<file path="src/rtl/div_sequencer.sv">
// Sequencer for the shared iterative divider: takes one DIV/DIVU op, feeds the
// divider unsigned magnitudes, waits out its latency and writes signed-corrected HI/LO.
module div_sequencer #(
  parameter int DIV_LATENCY = 32,
  parameter int WIDTH       = 32
) (
  input  logic             clock,
  input  logic             reset,
  input  logic             op_valid,
  output logic             op_ready,
  input  logic             op_signed,
  input  logic [WIDTH-1:0] op_a,
  input  logic [WIDTH-1:0] op_b,
  input  logic             flush,
  output logic             div_start,
  output logic [WIDTH-1:0] div_a,
  output logic [WIDTH-1:0] div_b,
  input  logic [WIDTH-1:0] div_q,
  input  logic [WIDTH-1:0] div_r,
  output logic             busy,
  output logic             done,
  output logic             div_zero,
  output logic [WIDTH-1:0] hi,
  output logic [WIDTH-1:0] lo
);

  localparam int CW = $clog2(DIV_LATENCY + 1);
  localparam logic [CW-1:0]    CNT_LOAD = CW'(DIV_LATENCY - 1);
  localparam logic [CW-1:0]    CNT_ZERO = {CW{1'b0}};
  localparam logic [CW-1:0]    CNT_ONE  = {{(CW-1){1'b0}}, 1'b1};
  localparam logic [WIDTH-1:0] W_ZERO   = {WIDTH{1'b0}};
  localparam logic [WIDTH-1:0] W_ONES   = {WIDTH{1'b1}};

  typedef enum logic [2:0] {
    S_IDLE  = 3'd0,
    S_START = 3'd1,
    S_WAIT  = 3'd2,
    S_FIX   = 3'd3,
    S_DONE  = 3'd4
  } state_t;

  // Magnitude of a two's-complement value; 0x80..0 maps to itself as unsigned.
  function automatic logic [WIDTH-1:0] f_mag(input logic [WIDTH-1:0] x, input logic is_signed);
    return (is_signed && x[WIDTH-1]) ? (W_ZERO - x) : x;
  endfunction

  function automatic logic [WIDTH-1:0] f_apply_sign(input logic [WIDTH-1:0] x, input logic neg);
    return neg ? (W_ZERO - x) : x;
  endfunction

  state_t           r_state;
  state_t           w_next;
  logic             w_ready;
  logic             w_accept;
  logic             w_b_zero;
  logic [CW-1:0]    r_cnt;
  logic             r_sign_q;
  logic             r_sign_r;
  logic             r_div_start;
  logic             r_done;
  logic             r_div_zero;
  logic [WIDTH-1:0] r_div_a;
  logic [WIDTH-1:0] r_div_b;
  logic [WIDTH-1:0] r_hi;
  logic [WIDTH-1:0] r_lo;

  // State register
  always_ff @(posedge clock) begin
    if (!reset) begin
      r_state <= S_IDLE;
    end else begin
      r_state <= w_next;
    end
  end

  // Next-state logic; flush beats accept in IDLE and is ignored in DONE
  always_comb begin
    w_next = r_state;
    case (r_state)
      S_IDLE: begin
        if (w_accept) begin
          w_next = w_b_zero ? S_DONE : S_START;
        end else begin
          w_next = S_IDLE;
        end
      end
      S_START: w_next = flush ? S_IDLE : S_WAIT;
      S_WAIT: begin
        if (flush) begin
          w_next = S_IDLE;
        end else if (r_cnt == CNT_ZERO) begin
          w_next = S_FIX;
        end else begin
          w_next = S_WAIT;
        end
      end
      S_FIX:   w_next = flush ? S_IDLE : S_DONE;
      S_DONE:  w_next = S_IDLE;
      default: w_next = S_IDLE;
    endcase
  end

  // Handshake decode from the current state
  always_comb begin
    w_ready  = (r_state == S_IDLE);
    w_accept = w_ready & op_valid & ~flush;
    w_b_zero = (op_b == W_ZERO);
  end

  // Operand capture, latency counter, result write and registered strobes
  always_ff @(posedge clock) begin
    if (!reset) begin
      r_cnt       <= CNT_ZERO;
      r_sign_q    <= 1'b0;
      r_sign_r    <= 1'b0;
      r_div_start <= 1'b0;
      r_done      <= 1'b0;
      r_div_zero  <= 1'b0;
      r_div_a     <= W_ZERO;
      r_div_b     <= W_ZERO;
      r_hi        <= W_ZERO;
      r_lo        <= W_ZERO;
    end else begin
      r_div_start <= (w_next == S_START);
      r_done      <= (w_next == S_DONE);
      r_div_zero  <= w_accept & w_b_zero;
      if (w_accept) begin
        r_sign_q <= op_signed & (op_a[WIDTH-1] ^ op_b[WIDTH-1]);
        r_sign_r <= op_signed & op_a[WIDTH-1];
        r_div_a  <= f_mag(op_a, op_signed);
        r_div_b  <= f_mag(op_b, op_signed);
        if (w_b_zero) begin
          r_lo <= W_ONES;
          r_hi <= op_a;
        end
      end
      if (r_state == S_START) begin
        r_cnt <= CNT_LOAD;
      end else if (r_state == S_WAIT && r_cnt != CNT_ZERO) begin
        r_cnt <= r_cnt - CNT_ONE;
      end
      if (r_state == S_FIX && !flush) begin
        r_lo <= f_apply_sign(div_q, r_sign_q);
        r_hi <= f_apply_sign(div_r, r_sign_r);
      end
    end
  end

  assign op_ready  = w_ready;
  assign busy      = ~w_ready;
  assign div_start = r_div_start;
  assign div_a     = r_div_a;
  assign div_b     = r_div_b;
  assign done      = r_done;
  assign div_zero  = r_div_zero;
  assign hi        = r_hi;
  assign lo        = r_lo;

endmodule
</file>
<file path="config.mk">
export PLATFORM = sky130hd
export DESIGN_NAME = div_sequencer
export DESIGN_NICKNAME = d
export VERILOG_FILES = /design/src/rtl/div_sequencer.sv
export SDC_FILE = /design/constraint.sdc
export NUM_CORES = 1
export LEC_CHECK = 0
export CAP_MARGIN = 20
export CORE_UTILIZATION = 26
export DETAILED_ROUTE_END_ITERATION = 16
export GPL_ROUTABILITY_DRIVEN = 0
export MAX_ROUTING_LAYER = met4
export PLACE_DENSITY = 0.55
export SYNTH_ARGS = -nofsm -noshare
export SYNTH_HDL_FRONTEND = slang
export SYNTH_SLANG_ARGS = --single-unit
</file>
<file path="constraint.sdc">
create_clock -name clock -period 4 [get_ports clock]
set_input_delay 1 -clock clock [delete_from_list [all_inputs] [get_ports clock]]
set_output_delay 1 -clock clock [all_outputs]
set_load 0.02 [all_outputs]
</file>
==> results.json, run 1 <==
{
  "status": "complete, no violations",
  "syn_area_per_cell_um2": 8.30,
  "comb_power_share_pct": 18.8,
  "path_max_fanout": 10,
  "post-route-util_pct": 38.7,
  "core_um2": 29700,
  "worstPathCellList": "clkdlybuf4s50_1 > inv_1 > ha_1 > or3b_2 > nand3b_1 > o41ai_2 > xnor2_1 > o21ai_1 > a21oi_1",
  "syn_area_um2": 7870,
  "cpPeakStageDelay_ns": 0.51,
  "die-area_um2": 31000,
  "cap_violations": 0,
  "track_usage_pct": 19.3,
  "cts_sinks": 142,
  "grt_pass1_vias": 7763,
  "grt_pass1_wl_um": 44800,
  "antenna_found_initial": 0,
  "num_vias": 7999,
  "nets": 1331,
  "setup_violations": 0,
  "swShare_pct": 28.6,
  "regArea_um2": 2840,
  "antennaDiodeCount": 0,
  "async_reset_ff_share_pct": 0,
  "pwr-share-seq_pct": 40.4,
  "ir_drop_v": 0.000214,
  "drv_slew": 0,
  "skew_ns": 0.0162,
  "holdBufCountCts": 0,
  "critPathKind": "in2reg",
  "cp_top_family": "simple AND/OR/NAND/NOR gates",
  "wire_per_inst_um": 18.4,
  "root_buffer": "clkbuf_16",
  "portBuffers": 265,
  "worstSetupEndpoint": "hi[26]",
  "r2r_cells": 8,
  "cellPowerDensity_nw_per_um2": 323,
  "netlist_top_cells_area": "dfxtp_1, xnor2_1, a21oi_1, xor2_1, nor2_1",
  "drive_gt1_share_pct": 6.90,
  "cts_buffers": 17,
  "hold_path_class": "reg2reg",
  "p_leak_uw": 0.00380,
  "rsz0062_at_grt": "false",
  "period_minus_slack_ns": 3.20,
  "p_switching_uw": 1060,
  "chipHeight_um": 176,
  "via_per_inst": 5.02,
  "finalCritPeriodShare_pct": 80.1,
  "antenna_left": 0,
  "multiInputGateArea_um2": 4660,
  "setup_ws_ns": 0.796,
  "nFillCells": 3036,
  "fmax_ghz": 0.312,
  "pwr-share-clk_pct": 40.8,
  "r2r_setup_slack_ns": 1.72,
  "drt_first_pass_iters": 4,
  "grt_overflow_total": 0,
  "post-cts-setup-buffers": 0,
  "dp.final_hpwl_um": 21900,
  "intPower_uw": 2650,
  "path_clk_slew_ns": 0.06,
  "tns_ns": 0,
  "end_kind": "register",
  "place_ws_ns": 0.397,
  "relSlewSlack_pct": 37.9,
  "crit_start": "div_r[0]",
  "critPathLaunchType": "input port",
  "crit_slowest_cell": "or3b_2",
  "r2r_start": "r_state[1]",
  "hold_viol": 0,
  "synth-seq-cells": 142,
  "yosysTopAreaCellShare_pct": 36.1,
  "postSynthCellCount": 949,
  "cp_num_cells": 9,
  "num_rows": 63,
  "tightest_slew_ns": 0.931,
  "finalPower_uw": 3710,
  "cp_data_arrival_time_ns": 3.54,
  "grt_max_degree": 96,
  "ys.warnings.count": 0,
  "h-tree-depth": 4,
  "die_w_um": 176,
  "num_io_pins": 266,
  "postRouteWirelength_um": 29300,
  "crit_buf_inv": 2,
  "synth_top_cell_by_area": "dfxtp_1",
  "clk_latency_ns": 0.42,
  "clockBufferDepth": 2,
  "synth_nets": 1088,
  "syn_to_final_growth_pct": 45.9,
  "synth_edf_count": 0,
  "synth_ff_type": "dfxtp_1",
  "critPathRequiredTime_ns": 4.34,
  "drt_iter0_drc": 394,
  "cts_resized": 0,
  "initial_core_util_pct": 26.5,
  "cts_tree": "built",
  "ys_seq_area_share_pct": 36.1,
  "r2r_end": "hi[31]",
  "drc": 0,
  "ys_types": 63
}
==> worst min-delay path: stages (launching register included) <==
cell and delay (ns):
dfxtp_1 0.31, nand2_1 0.05, a21oi_1 0.05
==> placed cells by master, fill, tap and decap left out, types with 7 or more instances in the layout <==
cell type	netlist	final
a211oi_1	23	23
a21oi_1	100	100
a311oi_1	8	8
a31oi_1	16	16
buf_4	0	22
clkbuf_16	0	17
clkdlybuf4s50_1	0	264
dfxtp_1	142	142
inv_1	19	19
mux2i_1	9	9
nand2_1	46	46
nand3_1	13	12
nor2_1	90	90
nor3_1	18	18
nor4_1	15	15
o21ai_0	66	66
o21ai_1	30	30
o221a_1	7	7
o221ai_1	16	16
o22ai_1	9	9
o31ai_1	23	23
o41ai_1	16	16
or3_1	17	17
or4_1	8	8
xnor2_1	63	63
xor2_1	49	49
==> registers in the layout (all words and copies together), names as in the netlist <==
signal	count
div_a	32
div_b	32
div_start	1
div_zero	1
done	1
hi	32
lo	32
r_cnt	6
r_sign_q	1
r_sign_r	1
r_state	3
==> power groups by stage <==
| stage | combinational, uW | sequential (uW) | clock [uW] |
|---|---|---|---|
| 2_1_floorplan | 267 | 1580 | 0 |
| 3_3_place_gp | 696 | 1530 | 0 |
| 3_5_place_dp | 698 | 1530 | 0 |
| 4_1_cts | 700 | 1500 | 1540 |
| 5_1_grt | 760 | 1510 | 1610 |
| 6_report | 699 | 1500 | 1510 |
==> cell usage after synthesis (8+ instances only) <==
master      n
buf_2      11
o41ai_1    16
o31ai_1    23
nand2_1    46
nor4_1     15
a21oi_1   100
inv_1      19
xnor2_1    63
mux2i_1     9
o22ai_1     9
o21ai_0    66
or3_1      17
a31oi_1    16
or4_1       8
a211oi_1   23
o21ai_1    30
nor3_1     18
xor2_1     49
nand3_1    13
nor2_1     90
dfxtp_1   142
o221ai_1   16
clkbuf_1   46
a311oi_1    8
==> layout make-up <==
class,instances,share of cell area [%]
clock inverters,13,1.03
well taps,390,4.25
flip-flops and latches,142,24.7
clock buffers,17,3.70
multi-input cells,721,40.5
inverters,20,0.653
repair buffers,290,25.1
==> metal layers <==
metal | routed length [um] | global-route usage, % | vias up
li1 | - | - | 3994
met1 | 13900 | 24.9 | 3719
met2 | 13100 | 30.4 | 261
met3 | 1930 | 4.72 | 25
met4 | 402 | 4.38 | 0
met5 | 0 | - | -
==> metrics by stage <==
stage / hold slack, ns / instance area [um^2] / std cells
global route: 0.483 / 11500 / 1593
finish: 0.455 / 11500 / 1593
global placement: 0.444 / 10900 / 1562
CTS: 0.459 / 11500 / 1592
floorplan: 0.534 / 7870 / 949
detailed placement: 0.450 / 10900 / 1562
==> worst min-delay path by stage <==
stage,start,endpoint,cells past startpoint
final,div_b[0],div_b[0],2
after global placement,div_b[31],div_b[31],2
after global routing,div_b[0],div_b[0],2
after CTS,div_b[0],div_b[0],2
after detailed placement,div_b[0],div_b[0],2
after floorplan,hi[30],hi[30],2
==> logic make-up (layout without fill, tap and decap cells) <==
group | count (synthesis) | after routing | share of synthesized area, %
AOI/OAI and AO/OA | 330 | 330 | 26.6
and+or+nand+nor | 264 | 264 | 17.8
muxes | 9 | 9 | 1.14
DFF | 142 | 142 | 36.1
adders and majority gates | 6 | 6 | 0.954
xor gates and xnor gates | 112 | 112 | 12.5
buffers and inverters | 86 | 340 | 4.93
No activity file was read; power rests on OpenSTA's default activity.
==> run 2, diff against run 1 <==
==> constraint.sdc (replaced) <==
create_clock -name clock -period 3 [get_ports clock]
set_input_delay 0.75 -clock clock [delete_from_list [all_inputs] [get_ports clock]]
set_output_delay 0.75 -clock clock [all_outputs]
set_load 0.02 [all_outputs]
==> results.json, run 2 (synthesis results as in run 1) <==
{
  "status": "complete, no violations",
  "finalPower_uw": 5180,
  "critPathKind": "in2reg",
  "die-area_um2": 31000,
  "drive_gt1_share_pct": 13.6,
  "chipHeight_um": 176,
  "initial_core_util_pct": 26.5,
  "cts_tree": "built",
  "post-cts-setup-buffers": 0,
  "num_io_pins": 266,
  "crit_start": "div_q[18]",
  "r2r_start": "r_state[2]",
  "nets": 1422,
  "via_per_inst": 4.91,
  "portBuffers": 265,
  "finalInstanceArea_um2": 12200,
  "cp_top_family": "simple AND/OR/NAND/NOR gates",
  "relSlewSlack_pct": 49.6,
  "r2r_cells": 8,
  "r2r_end": "hi[15]",
  "path_clk_slew_ns": 0.07,
  "critPathRequiredTime_ns": 3.29,
  "rsz0062_at_grt": "false",
  "finalCritPeriodShare_pct": 92.3,
  "h-tree-depth": 4,
  "clockBufferDepth": 2,
  "grt_pass1_wl_um": 46100,
  "crit_buf_inv": 1,
  "skew_ns": 0.0175,
  "period_minus_slack_ns": 2.77,
  "drc": 0,
  "post_dp_cell_area_um2": 11600,
  "path_max_fanout": 6,
  "nFillCells": 2986,
  "num_vias": 8279,
  "cellPowerDensity_nw_per_um2": 424,
  "cpPeakStageDelay_ns": 0.59,
  "worstSetupEndpoint": "lo[29]",
  "fmax_ghz": 0.361,
  "grt_pass1_vias": 8014,
  "core_um2": 29700,
  "dp.final_hpwl_um": 23000,
  "postRouteWirelength_um": 29900,
  "num_rows": 63,
  "cp_num_cells": 7,
  "cts_resized": 0,
  "most-common-layout-cells": "clkdlybuf4s50_1, dfxtp_1, buf_4",
  "drv_slew": 0,
  "critPathLaunchType": "input port",
  "drt_first_pass_iters": 5,
  "r2r_setup_slack_ns": 0.80,
  "track_usage_pct": 19.8,
  "setup_violations": 0,
  "ir_drop_v": 0.000339,
  "grt_overflow_total": 0,
  "antenna_found_initial": 1,
  "cap_violations": 0,
  "grt_max_degree": 93,
  "clk_latency_ns": 0.43,
  "end_kind": "register",
  "drt_iter0_drc": 482,
  "worstPathCellList": "clkdlybuf4s50_1 > or4_1 > or3_1 > nand4bb_1 > o31ai_1 > xor2_1 > a21oi_1",
  "hold_path_class": "reg2reg",
  "holdBufCountCts": 0,
  "antenna_left": 0,
  "cp_data_arrival_time_ns": 3.06,
  "layout_commonest_cell": "clkdlybuf4s50_1",
  "p_leak_uw": 0.00426,
  "root_buffer": "clkbuf_16",
  "tightest_slew_ns": 0.755,
  "cts_buffers": 17,
  "wire_per_inst_um": 17.7,
  "die_w_um": 176,
  "fin_hold_ws_ns": 0.455,
  "syn_to_final_growth_pct": 55.4,
  "hold_viol": 0,
  "tns_ns": 0,
  "crit_slowest_cell": "or4_1",
  "cts_sinks": 142
}
## run 2: cell types whose count changed in the layout (fill, tap and decap cells not counted), sizes merged
cell      before  now
clkinvlp       1    2
inv           22   29
buf           26  117
diode          0    1
clkinv         9    3
## run 2: routing by layer
metal | track usage [%] | routed length, um
met5 | - | 0
met4 | 4.24 | 308
met3 | 4.13 | 1860
met1 | 26.6 | 14400
met2 | 30.5 | 13300
## run 2: where the power goes
group	internal, uW	switching, uW	total (uW)
clock	1190	991	2180
combinational	495	504	1000
sequential	1950	43.1	2000
total	3640	1540	5180
## run 2: worst register-to-register path, cell delays in order (launching register included)
cell,delay [ns]
dfxtp_1,0.33
or3_1,0.44
inv_1,0.14
nand4_1,0.20
nor4_4,0.26
or2_2,0.26
buf_4,0.22
o22ai_1,0.10
nor3b_1,0.17
## run 2: worst min-delay path by stage
stage / slack [ns] / depth (start not counted) / from / end
3_5_place_dp: 0.45 / 2 / div_b[31] / div_b[31]
5_1_grt: 0.47 / 2 / div_a[0] / div_a[0]
4_1_cts: 0.46 / 2 / div_b[31] / div_b[31]
6_report: 0.46 / 2 / div_b[0] / div_b[0]
2_1_floorplan: 0.53 / 2 / hi[30] / hi[30]
3_3_place_gp: 0.44 / 2 / div_b[31] / div_b[31]
## run 2: stage by stage
stage | setup slack [ns] | util [%] | cells
global placement | -0.189 | 39.1 | 1654
finish | 0.232 | 41.2 | 1687
CTS | 0.222 | 41.1 | 1686
floorplan | 0.366 | - | 949
global route | 0.114 | 41.2 | 1687
detailed placement | -0.213 | 39.1 | 1654
## run 2: cell type report
type                       instances  area (um^2)  area share (%)
multi-input combinational        721         4660            38.1
timing repair buffer             381         3570            29.2
clock buffer                      17          425            3.48
clock inverter                    15          170            1.39
sequential                       142         2840            23.2
tap                              390          488            3.99
antenna                            1         2.50          0.0205
inverter                          20         75.1           0.614
==> run 3, diff against run 2 <==
--- a/config.mk
+++ b/config.mk
@@ -9,6 +9,7 @@
 export CORE_UTILIZATION = 26
 export DETAILED_ROUTE_END_ITERATION = 16
 export GPL_ROUTABILITY_DRIVEN = 0
+export GPL_TIMING_DRIVEN = 0
 export MAX_ROUTING_LAYER = met4
 export PLACE_DENSITY = 0.55
 export SYNTH_ARGS = -nofsm -noshare
==> results.json, run 3 (synthesis results as in run 1) <==
{
  "clockBufferDepth": 2,
  "cts_buffers": 17,
  "ir_drop_v": 0.000366,
  "finalInstanceArea_um2": 11800,
  "track_usage_pct": 21.4,
  "multiInputGateArea_um2": 4720,
  "cp_top_family": "simple AND/OR/NAND/NOR gates",
  "die_w_um": 176,
  "dp.final_hpwl_um": 25600,
  "status": "complete, no violations",
  "h-tree-depth": 4,
  "drc": 0,
  "drt_first_pass_iters": 5,
  "drv_slew": 0,
  "layout_commonest_cell": "clkdlybuf4s50_1",
  "cp_data_arrival_time_ns": 3.24,
  "critPathLaunchType": "input port",
  "wire_per_inst_um": 19.8,
  "path_clk_slew_ns": 0.07,
  "regArea_um2": 2840,
  "die-area_um2": 31000,
  "cap_violations": 0,
  "cpPeakStageDelay_ns": 0.52,
  "setup_violations": 0,
  "path_common_cell": "nor4_4",
  "chipHeight_um": 176,
  "worstPathCellList": "clkdlybuf4s50_1 > nor4_4 > nand4_1 > nor4_4 > or2_1 > buf_6 > buf_4 > o221ai_1 > a21oi_1",
  "path_max_fanout": 10,
  "relSlewSlack_pct": 43.8,
  "cellPowerDensity_nw_per_um2": 443,
  "antenna_found_initial": 1,
  "period_minus_slack_ns": 2.88,
  "grt_pass1_wl_um": 48600,
  "most-common-layout-cells": "clkdlybuf4s50_1, dfxtp_1, a21oi_1",
  "critPathRequiredTime_ns": 3.36,
  "skew_ns": 0.0122,
  "nets": 1376,
  "fmax_ghz": 0.347,
  "tightest_slew_ns": 0.844,
  "finalCritPeriodShare_pct": 96.1,
  "post_dp_cell_area_um2": 11000,
  "syn_to_final_growth_pct": 49.3,
  "critPathKind": "in2reg",
  "grt_overflow_total": 0,
  "postRouteWirelength_um": 32500,
  "via_per_inst": 5.08,
  "root_buffer": "clkbuf_16",
  "initial_core_util_pct": 26.5,
  "num_rows": 63,
  "finalPower_uw": 5200,
  "num_vias": 8341,
  "portBuffers": 264,
  "post-route-util_pct": 39.5,
  "crit_slowest_cell": "clkdlybuf4s50_1",
  "grt_max_degree": 17,
  "grt_pass1_vias": 8073,
  "nFillCells": 3009,
  "drive_gt1_share_pct": 6.96,
  "cts_sinks": 142,
  "holdBufCountCts": 0,
  "clk_latency_ns": 0.43,
  "core_um2": 29700,
  "hold_path_class": "reg2reg",
  "tns_ns": 0,
  "crit_buf_inv": 3,
  "hold_viol": 0,
  "drt_iter0_drc": 537,
  "cts_tree": "built",
  "num_io_pins": 266,
  "end_kind": "register",
  "p_leak_uw": 0.00391,
  "antenna_left": 0
}
## run 3: cell type report
type                       instances  share of cell area [%]
clock inverter                    14                    1.49
inverter                          20                   0.639
multi-input combinational        721                    40.2
sequential                       142                    24.2
timing repair buffer             269                    22.8
tap                              390                    4.15
antenna                            1                  0.0213
buffer                            66                    2.77
clock buffer                      18                    3.74
## run 3: layer usage
metal  GRT usage, %  vias to the layer above  part of all wire, %
met5              -                        -                    0
met4           6.16                        0                  1.8
met3           5.23                       34                  6.8
met2           33.6                      277                   46
met1           27.1                     3957                   46
li1               -                     4073                    -
## run 3: through the flow
stage / setup slack (ns) / hold WS [ns] / std cells
global route: -0.0112 / 0.474 / 1641
detailed placement: -0.881 / 0.448 / 1603
global placement: -0.881 / 0.444 / 1603
CTS: 0.00505 / 0.457 / 1637
finish: 0.118 / 0.459 / 1641
floorplan: 0.366 / 0.534 / 949
## run 3: path summary, 6_finish.rpt
kind	slack, ns	end	depth (start not counted)	startpoint
worst max-delay path	0.12	hi[22]	9	op_b[17]
worst min-delay path	0.46	div_b[31]	2	div_b[31]
worst max register to register	0.44	r_sign_r	8	r_state[2]
worst min register to register	0.46	div_b[31]	2	div_b[31]
## run 3: tightest hold or removal path: stages (launching register included)
cell and delay (ns):
dfxtp_1 0.31, nand2_1 0.05, a21oi_1 0.05
## run 3: where the power goes
group / total (uW) / switching (uW) / internal (uW)
logic: 972 / 528 / 444
registers: 2000 / 41.7 / 1960
clock network: 2230 / 950 / 1280
## run 3: what timing repair did
action | CTS | global route
endpoints found under the setup margin | 64 | 58
gates resized for setup | 6 | 17
setup buffers | 2 | 3
pin swaps | 2 | 3
